--- src/rtl/fwd_scoreboard.sv ---
// fwd_scoreboard
//   ID-stage operand forwarding and RAW-hazard unit. It keeps a registered
//   shadow of the destination writes in flight in the back-end stages. For
//   each source operand it picks the youngest in-flight producer of that
//   register. It forwards that stage's result, or it flags a stall when the
//   result is produced too late to be forwarded this cycle.
//
// Ports
//   clk, resetn        clock; asynchronous active-low reset
//   id_valid           ID holds a valid instruction
//   id_rs              source register addresses, operand i at [i*AW +: AW]
//   id_rs_used         per-operand "actually read" mask
//   id_wr_en           ID instruction writes a register
//   id_wr_addr         destination register of the ID instruction
//   id_avail_stage     first stage index at which its result is valid
//   id_go              ID instruction enters EX this cycle
//   adv                back-end pipeline advances this cycle
//   flush              kill the youngest FLUSH_DEPTH stages and the issuing op
//   rf_rdata           register-file read data per operand
//   stage_wdata        result currently held by each stage
//   rd_data            forwarded operand data
//   fwd_src            one-hot source per operand (bit0 = regfile, k+1 = stage k)
//   raw_stall          ID must hold
//   stall_cycles       saturating count of stalled cycles
module fwd_scoreboard #(
  parameter int NUM_RD      = 2,
  parameter int NUM_STAGES  = 3,
  parameter int DATA_W      = 32,
  parameter int AW          = 5,
  parameter int SW          = 2,
  parameter int FLUSH_DEPTH = 1
) (
  input  logic                           clk,
  input  logic                           resetn,
  input  logic                           id_valid,
  input  logic [NUM_RD*AW-1:0]           id_rs,
  input  logic [NUM_RD-1:0]              id_rs_used,
  input  logic                           id_wr_en,
  input  logic [AW-1:0]                  id_wr_addr,
  input  logic [SW-1:0]                  id_avail_stage,
  input  logic                           id_go,
  input  logic                           adv,
  input  logic                           flush,
  input  logic [NUM_RD*DATA_W-1:0]       rf_rdata,
  input  logic [NUM_STAGES*DATA_W-1:0]   stage_wdata,
  output logic [NUM_RD*DATA_W-1:0]       rd_data,
  output logic [NUM_RD*(NUM_STAGES+1)-1:0] fwd_src,
  output logic                           raw_stall,
  output logic [31:0]                    stall_cycles
);

  localparam int SRCW = NUM_STAGES + 1;

  // In-flight write shadow, one entry per back-end stage (0 = youngest).
  logic [NUM_STAGES-1:0] valid_reg, valid_next;
  logic [NUM_STAGES-1:0] wr_en_reg, wr_en_next;
  logic [AW-1:0]         addr_reg  [NUM_STAGES];
  logic [AW-1:0]         addr_next [NUM_STAGES];
  logic [SW-1:0]         avail_reg [NUM_STAGES];
  logic [SW-1:0]         avail_next[NUM_STAGES];
  logic [31:0]           stall_cnt_reg, stall_cnt_next;

  logic [NUM_RD-1:0]     hazard;
  logic                  iss;

  // ---------------------------------------------------------------------
  // Per-operand match, priority select and data mux
  // ---------------------------------------------------------------------
  genvar gi, gk;
  generate
    for (gi = 0; gi < NUM_RD; gi++) begin : g_op
      logic [AW-1:0]         rs;
      logic [NUM_STAGES-1:0] match;
      logic                  hit;
      logic                  rdy;
      logic [SRCW-1:0]       src;
      logic [DATA_W-1:0]     data;

      assign rs = id_rs[gi*AW +: AW];

      // r0 is hardwired, so a write to it never forwards.
      for (gk = 0; gk < NUM_STAGES; gk++) begin : g_match
        assign match[gk] = valid_reg[gk] & wr_en_reg[gk] &
                           (addr_reg[gk] == rs) & (rs != '0);
      end

      // Scan from oldest to youngest so the youngest match overrides.
      // An older ready match never overrides a younger unready match.
      always_comb begin
        hit  = 1'b0;
        rdy  = 1'b0;
        src  = '0;
        src[0] = 1'b1;
        data = rf_rdata[gi*DATA_W +: DATA_W];
        for (int k = NUM_STAGES - 1; k >= 0; k--) begin
          if (match[k]) begin
            hit    = 1'b1;
            rdy    = (int'(avail_reg[k]) <= k);
            src    = '0;
            src[k+1] = 1'b1;
            data   = stage_wdata[k*DATA_W +: DATA_W];
          end
        end
      end

      assign hazard[gi] = hit & ~rdy & id_rs_used[gi];
      assign fwd_src[gi*SRCW +: SRCW]     = src;
      assign rd_data[gi*DATA_W +: DATA_W] = data;
    end
  endgenerate

  assign raw_stall    = id_valid & (|hazard);
  // A go request during a stall or flush becomes a bubble.
  assign iss          = id_valid & id_go & ~raw_stall & ~flush;
  assign stall_cycles = stall_cnt_reg;

  // ---------------------------------------------------------------------
  // Shadow update: the flush kill applies before the shift, so the flushed
  // young entries move down as bubbles when adv is also set.
  // ---------------------------------------------------------------------
  always_comb begin
    for (int k = 0; k < NUM_STAGES; k++) begin
      valid_next[k] = valid_reg[k] & ~(flush & (k < FLUSH_DEPTH));
      wr_en_next[k] = wr_en_reg[k];
      addr_next[k]  = addr_reg[k];
      avail_next[k] = avail_reg[k];
    end
    if (adv) begin
      for (int k = NUM_STAGES - 1; k >= 1; k--) begin
        valid_next[k] = valid_reg[k-1] & ~(flush & ((k - 1) < FLUSH_DEPTH));
        wr_en_next[k] = wr_en_reg[k-1];
        addr_next[k]  = addr_reg[k-1];
        avail_next[k] = avail_reg[k-1];
      end
      valid_next[0] = iss;
      wr_en_next[0] = id_wr_en;
      addr_next[0]  = id_wr_addr;
      avail_next[0] = id_avail_stage;
    end
  end

  always_comb begin
    stall_cnt_next = stall_cnt_reg;
    if (raw_stall && (stall_cnt_reg != 32'hFFFF_FFFF)) begin
      stall_cnt_next = stall_cnt_reg + 32'd1;
    end
  end

  always_ff @(posedge clk or negedge resetn) begin
    if (!resetn) begin
      valid_reg     <= '0;
      wr_en_reg     <= '0;
      stall_cnt_reg <= '0;
      for (int k = 0; k < NUM_STAGES; k++) begin
        addr_reg[k]  <= '0;
        avail_reg[k] <= '0;
      end
    end else begin
      valid_reg     <= valid_next;
      wr_en_reg     <= wr_en_next;
      stall_cnt_reg <= stall_cnt_next;
      for (int k = 0; k < NUM_STAGES; k++) begin
        addr_reg[k]  <= addr_next[k];
        avail_reg[k] <= avail_next[k];
      end
    end
  end

endmodule

--- config.mk ---
export PLATFORM = sky130hd
export DESIGN_NAME = fwd_scoreboard
export DESIGN_NICKNAME = d
export VERILOG_FILES = /design/src/rtl/fwd_scoreboard.sv
export SDC_FILE = /design/constraint.sdc
export NUM_CORES = 1
export LEC_CHECK = 0
export CAP_MARGIN = 20
export CORE_MARGIN = 2
export CORE_UTILIZATION = 34
export CTS_CLUSTER_SIZE = 14
export DETAILED_ROUTE_END_ITERATION = 16
export GPL_TIMING_DRIVEN = 0
export PLACE_DENSITY_LB_ADDON = 0.05
export SYNTH_ARGS = -nofsm -noshare
export SYNTH_HDL_FRONTEND = slang
export SYNTH_SLANG_ARGS = --single-unit
--- constraint.sdc ---
create_clock -name clk -period 4.4 [get_ports clk]
set_clock_uncertainty 0.15 [all_clocks]
set_input_delay 0.88 -clock clk [delete_from_list [all_inputs] [get_ports clk]]
set_output_delay 0.88 -clock clk [all_outputs]
set_load 0.01 [all_outputs]
==> results.py <==
metrics = {
    "global_routing": {
        "grt_max_degree": 35,
        "grt_pass1_wl_microns": 35500,
        "grt.total_usage": 0.278,
        "first_global_vias": 6257,
        "grt_overflow": 0,
        "antenna_found_initial": 0,
    },
    "status": {
        "status": "finished clean",
    },
    "job": {
        "maxCapViolCount": 0,
    },
    "synth": {
        "synth_area_sq_um": 5120,
        "synth_largest_area_cell": "dfrtp_1",
        "synth_ff_type": "dfrtp_1",
        "synth_cells": 591,
        "yosysSeqAreaShare": 0.288,
        "synth_seq_cells": 59,
        "synth_warnings": 0,
        "synth.area.top_cells": "dfrtp_1 29%, mux2i_1 13%, a211oi_1 9.7%",
        "avgSynthCellArea_sq_um": 8.66,
        "synth_top_area_share": 0.288,
        "async_reset_ff_frac": 1.00,
        "synth_nets": 778,
        "yosys-top-cells-count": "85 x nor2_1, 66 x a211oi_1, 64 x a21o_1, 64 x mux2i_1, 59 x dfrtp_1",
        "synth_edf_count": 0,
        "synth_most_common_cell": "nor2_1",
        "yosysUniqueCellTypes": 40,
    },
    "placed_design": {
        "dp_hpwl_microns": 17600,
        "io_buffers": 288,
        "place.gp.congestion": 0.913,
    },
    "clock_network": {
        "cts-root-buf": "clkbuf_16",
        "holdBufCountCts": 0,
        "clockBufferDepth": 2,
        "clk-insertion-delay-late_ns": 0.33,
        "cts_tree": "built",
        "cts_buffers": 9,
        "htreeDepth": 3,
        "clock-sinks": 59,
        "cts.clk_slew.worst_paths_ns": 0.05,
    },
    "sta": {
        "worst_pin_slew_ns": 0.930,
        "max_freq_mhz": 233,
        "setup_viol": 0,
        "rsz0062_at_grt": "no",
        "hold_viol": 0,
        "whs_ns": 0.347,
        "fin_tns_setup_ns": 0,
        "relSlewSlack": 0.374,
        "slew_viol_final": 0,
        "fin_crit_sh": 0.977,
        "period_needed_ns": 4.30,
    },
    "die": {
        "io_pins": 291,
        "core_area_sq_um": 14600,
        "die_x_microns": 127,
        "die_y_microns": 127,
        "die-area_sq_um": 16100,
        "row_count": 44,
        "initial_core_util": 0.350,
    },
    "detailed_routing": {
        "firstDrtPassIters": 5,
        "via_count": 6024,
        "vias_per_cell": 5.56,
        "antenna_left": 0,
        "drc_errors": 0,
        "wirelength_microns": 23200,
        "wl_per_cell_microns": 21.4,
        "drt_iter0_markers": 267,
    },
    "critical_path": {
        "worst_ep_arrival_time_ns": 3.27,
        "critPathSlowestCell": "or4_4",
        "cpPeakStageDelay_ns": 0.58,
        "critPathCaptureType": "output pin",
        "crit_required_ns": 3.37,
        "cp_cell_sequence": "clkdlybuf4s15_2, xor2_1, a211o_1, or4_4, buf_2, a211oi_1, a21o_1, clkdlybuf4s50_1",
        "regToRegSetupSlack_ns": 1.31,
        "crit_type": "input port to output pin",
        "reg2reg_from": "stall_cycles[3]",
        "path_max_fanout": 10,
        "timing.rr.end": "stall_cycles[25]",
        "start_kind": "input port",
        "reg2reg_depth": 7,
    },
    "hold_path": {
        "hold_depth": 1,
        "hold_path_class": "flop to flop",
        "worstHoldEndpoint": "stall_cycles[21]",
        "min-delay-start": "stall_cycles[21]",
    },
    "pwr": {
        "p_total_mw": 1.84,
        "max-vdd-ir-drop_v": 0.000288,
        "power.density_nw_per_um2": 206,
        "leakagePower_nw": 3.98,
    },
    "cells_and_area": {
        "fillers": 1320,
        "area_delta_synth_final_pct": 74.7,
        "largest_reg_flops": 32,
        "drive_above_1_share": 0.132,
        "nets": 1082,
    },
}
## metal layers
layer / track usage / part of all wire / vias up
met2: 0.513 / 0.52 / 222
met5: 0 / 0 / -
met3: 0.0569 / 0.064 / 37
li1: - / - / 2779
met4: 0.0924 / 0.022 / 0
met1: 0.320 / 0.40 / 2986
## through the flow
step	cells	setup WS (ns)	util	instance area [sq um]
after detailed placement	1064	-1.07	0.563	8250
after global placement	1063	-1.09	0.562	8230
after global routing	1083	0.00622	0.610	8940
after CTS	1083	0.00347	0.607	8890
final	1084	0.102	0.611	8940
after floorplan	591	0.520	-	5120
## cell usage in the layout (no fill, tap or decap), types with 11 or more instances in the layout
cell / count
clkbuf_16: 12
nor3_1: 16
xor2_1: 40
dlygate4sd2_1: 54
nand3_1: 15
a21o_1: 64
a211oi_1: 42
clkdlybuf4s50_1: 215
dfrtp_1: 59
nand2_1: 13
a211oi_2: 21
xnor2_1: 21
mux2i_1: 64
dlymetal6s2s_1: 13
mux2_2: 24
nand4_1: 20
buf_2: 11
nor2_1: 82
clkbuf_1: 13
## what timing repair did
item / CTS / global route
pin swaps: 9 / 3
setup buffers: 5 / 0
gates resized for setup: 163 / 35
endpoints found under the hold margin: 0 / 0
setup endpoints to repair: 73 / 19
cloned: 1 / 0
## cell type report
type                       count  area, sq um  share of cell area
multi-input combinational    479         3630               0.406
buffer                        45          363              0.0406
sequential                    59         1480               0.165
clock buffer                  11          243              0.0271
timing repair buffer         295         2900               0.324
antenna                        1         2.50            0.000280
inverter                       6         22.5             0.00252
tap                          184          230              0.0257
clock inverter                 4         75.1             0.00840
## how the worst max path moves through the flow
| stage | start | to | slack (ns) | depth (start not counted) |
|---|---|---|---|---|
| after floorplan | id_rs[6] | rd_data[47] | 0.52 | 9 |
| after global placement | id_rs[1] | rd_data[19] | -1.09 | 10 |
| after detailed placement | id_rs[6] | rd_data[54] | -1.07 | 11 |
| after CTS | id_rs[1] | rd_data[13] | 0.003 | 9 |
| after global routing | id_rs[8] | rd_data[48] | 0.006 | 9 |
| final | id_rs[0] | rd_data[0] | 0.10 | 8 |
## cells by family after synthesis
kind of cell,share of synthesized area
mux,0.180
flops,0.288
buf+inv,0.0403
compound gates,0.208
fa+ha+maj,0.00244
simple gates,0.176
xor+xnor,0.104
## where the power goes
part	leakage, nW	total (mW)	switching (mW)	internal, mW
clock	0.148	0.748	0.241	0.507
sequential	0.766	0.616	0.0381	0.578
combinational	3.07	0.480	0.183	0.297
## worst max-delay path: cells and delay by family
| kind | cells | cell delay (ns) |
|---|---|---|
| buffers and inverters | 3 | 1.03 |
| AND/OR/NAND/NOR | 1 | 0.58 |
| AO/OA/AOI/OAI | 3 | 0.60 |
| XOR/XNOR | 1 | 0.16 |
No activity file was read; power rests on OpenSTA's default activity.
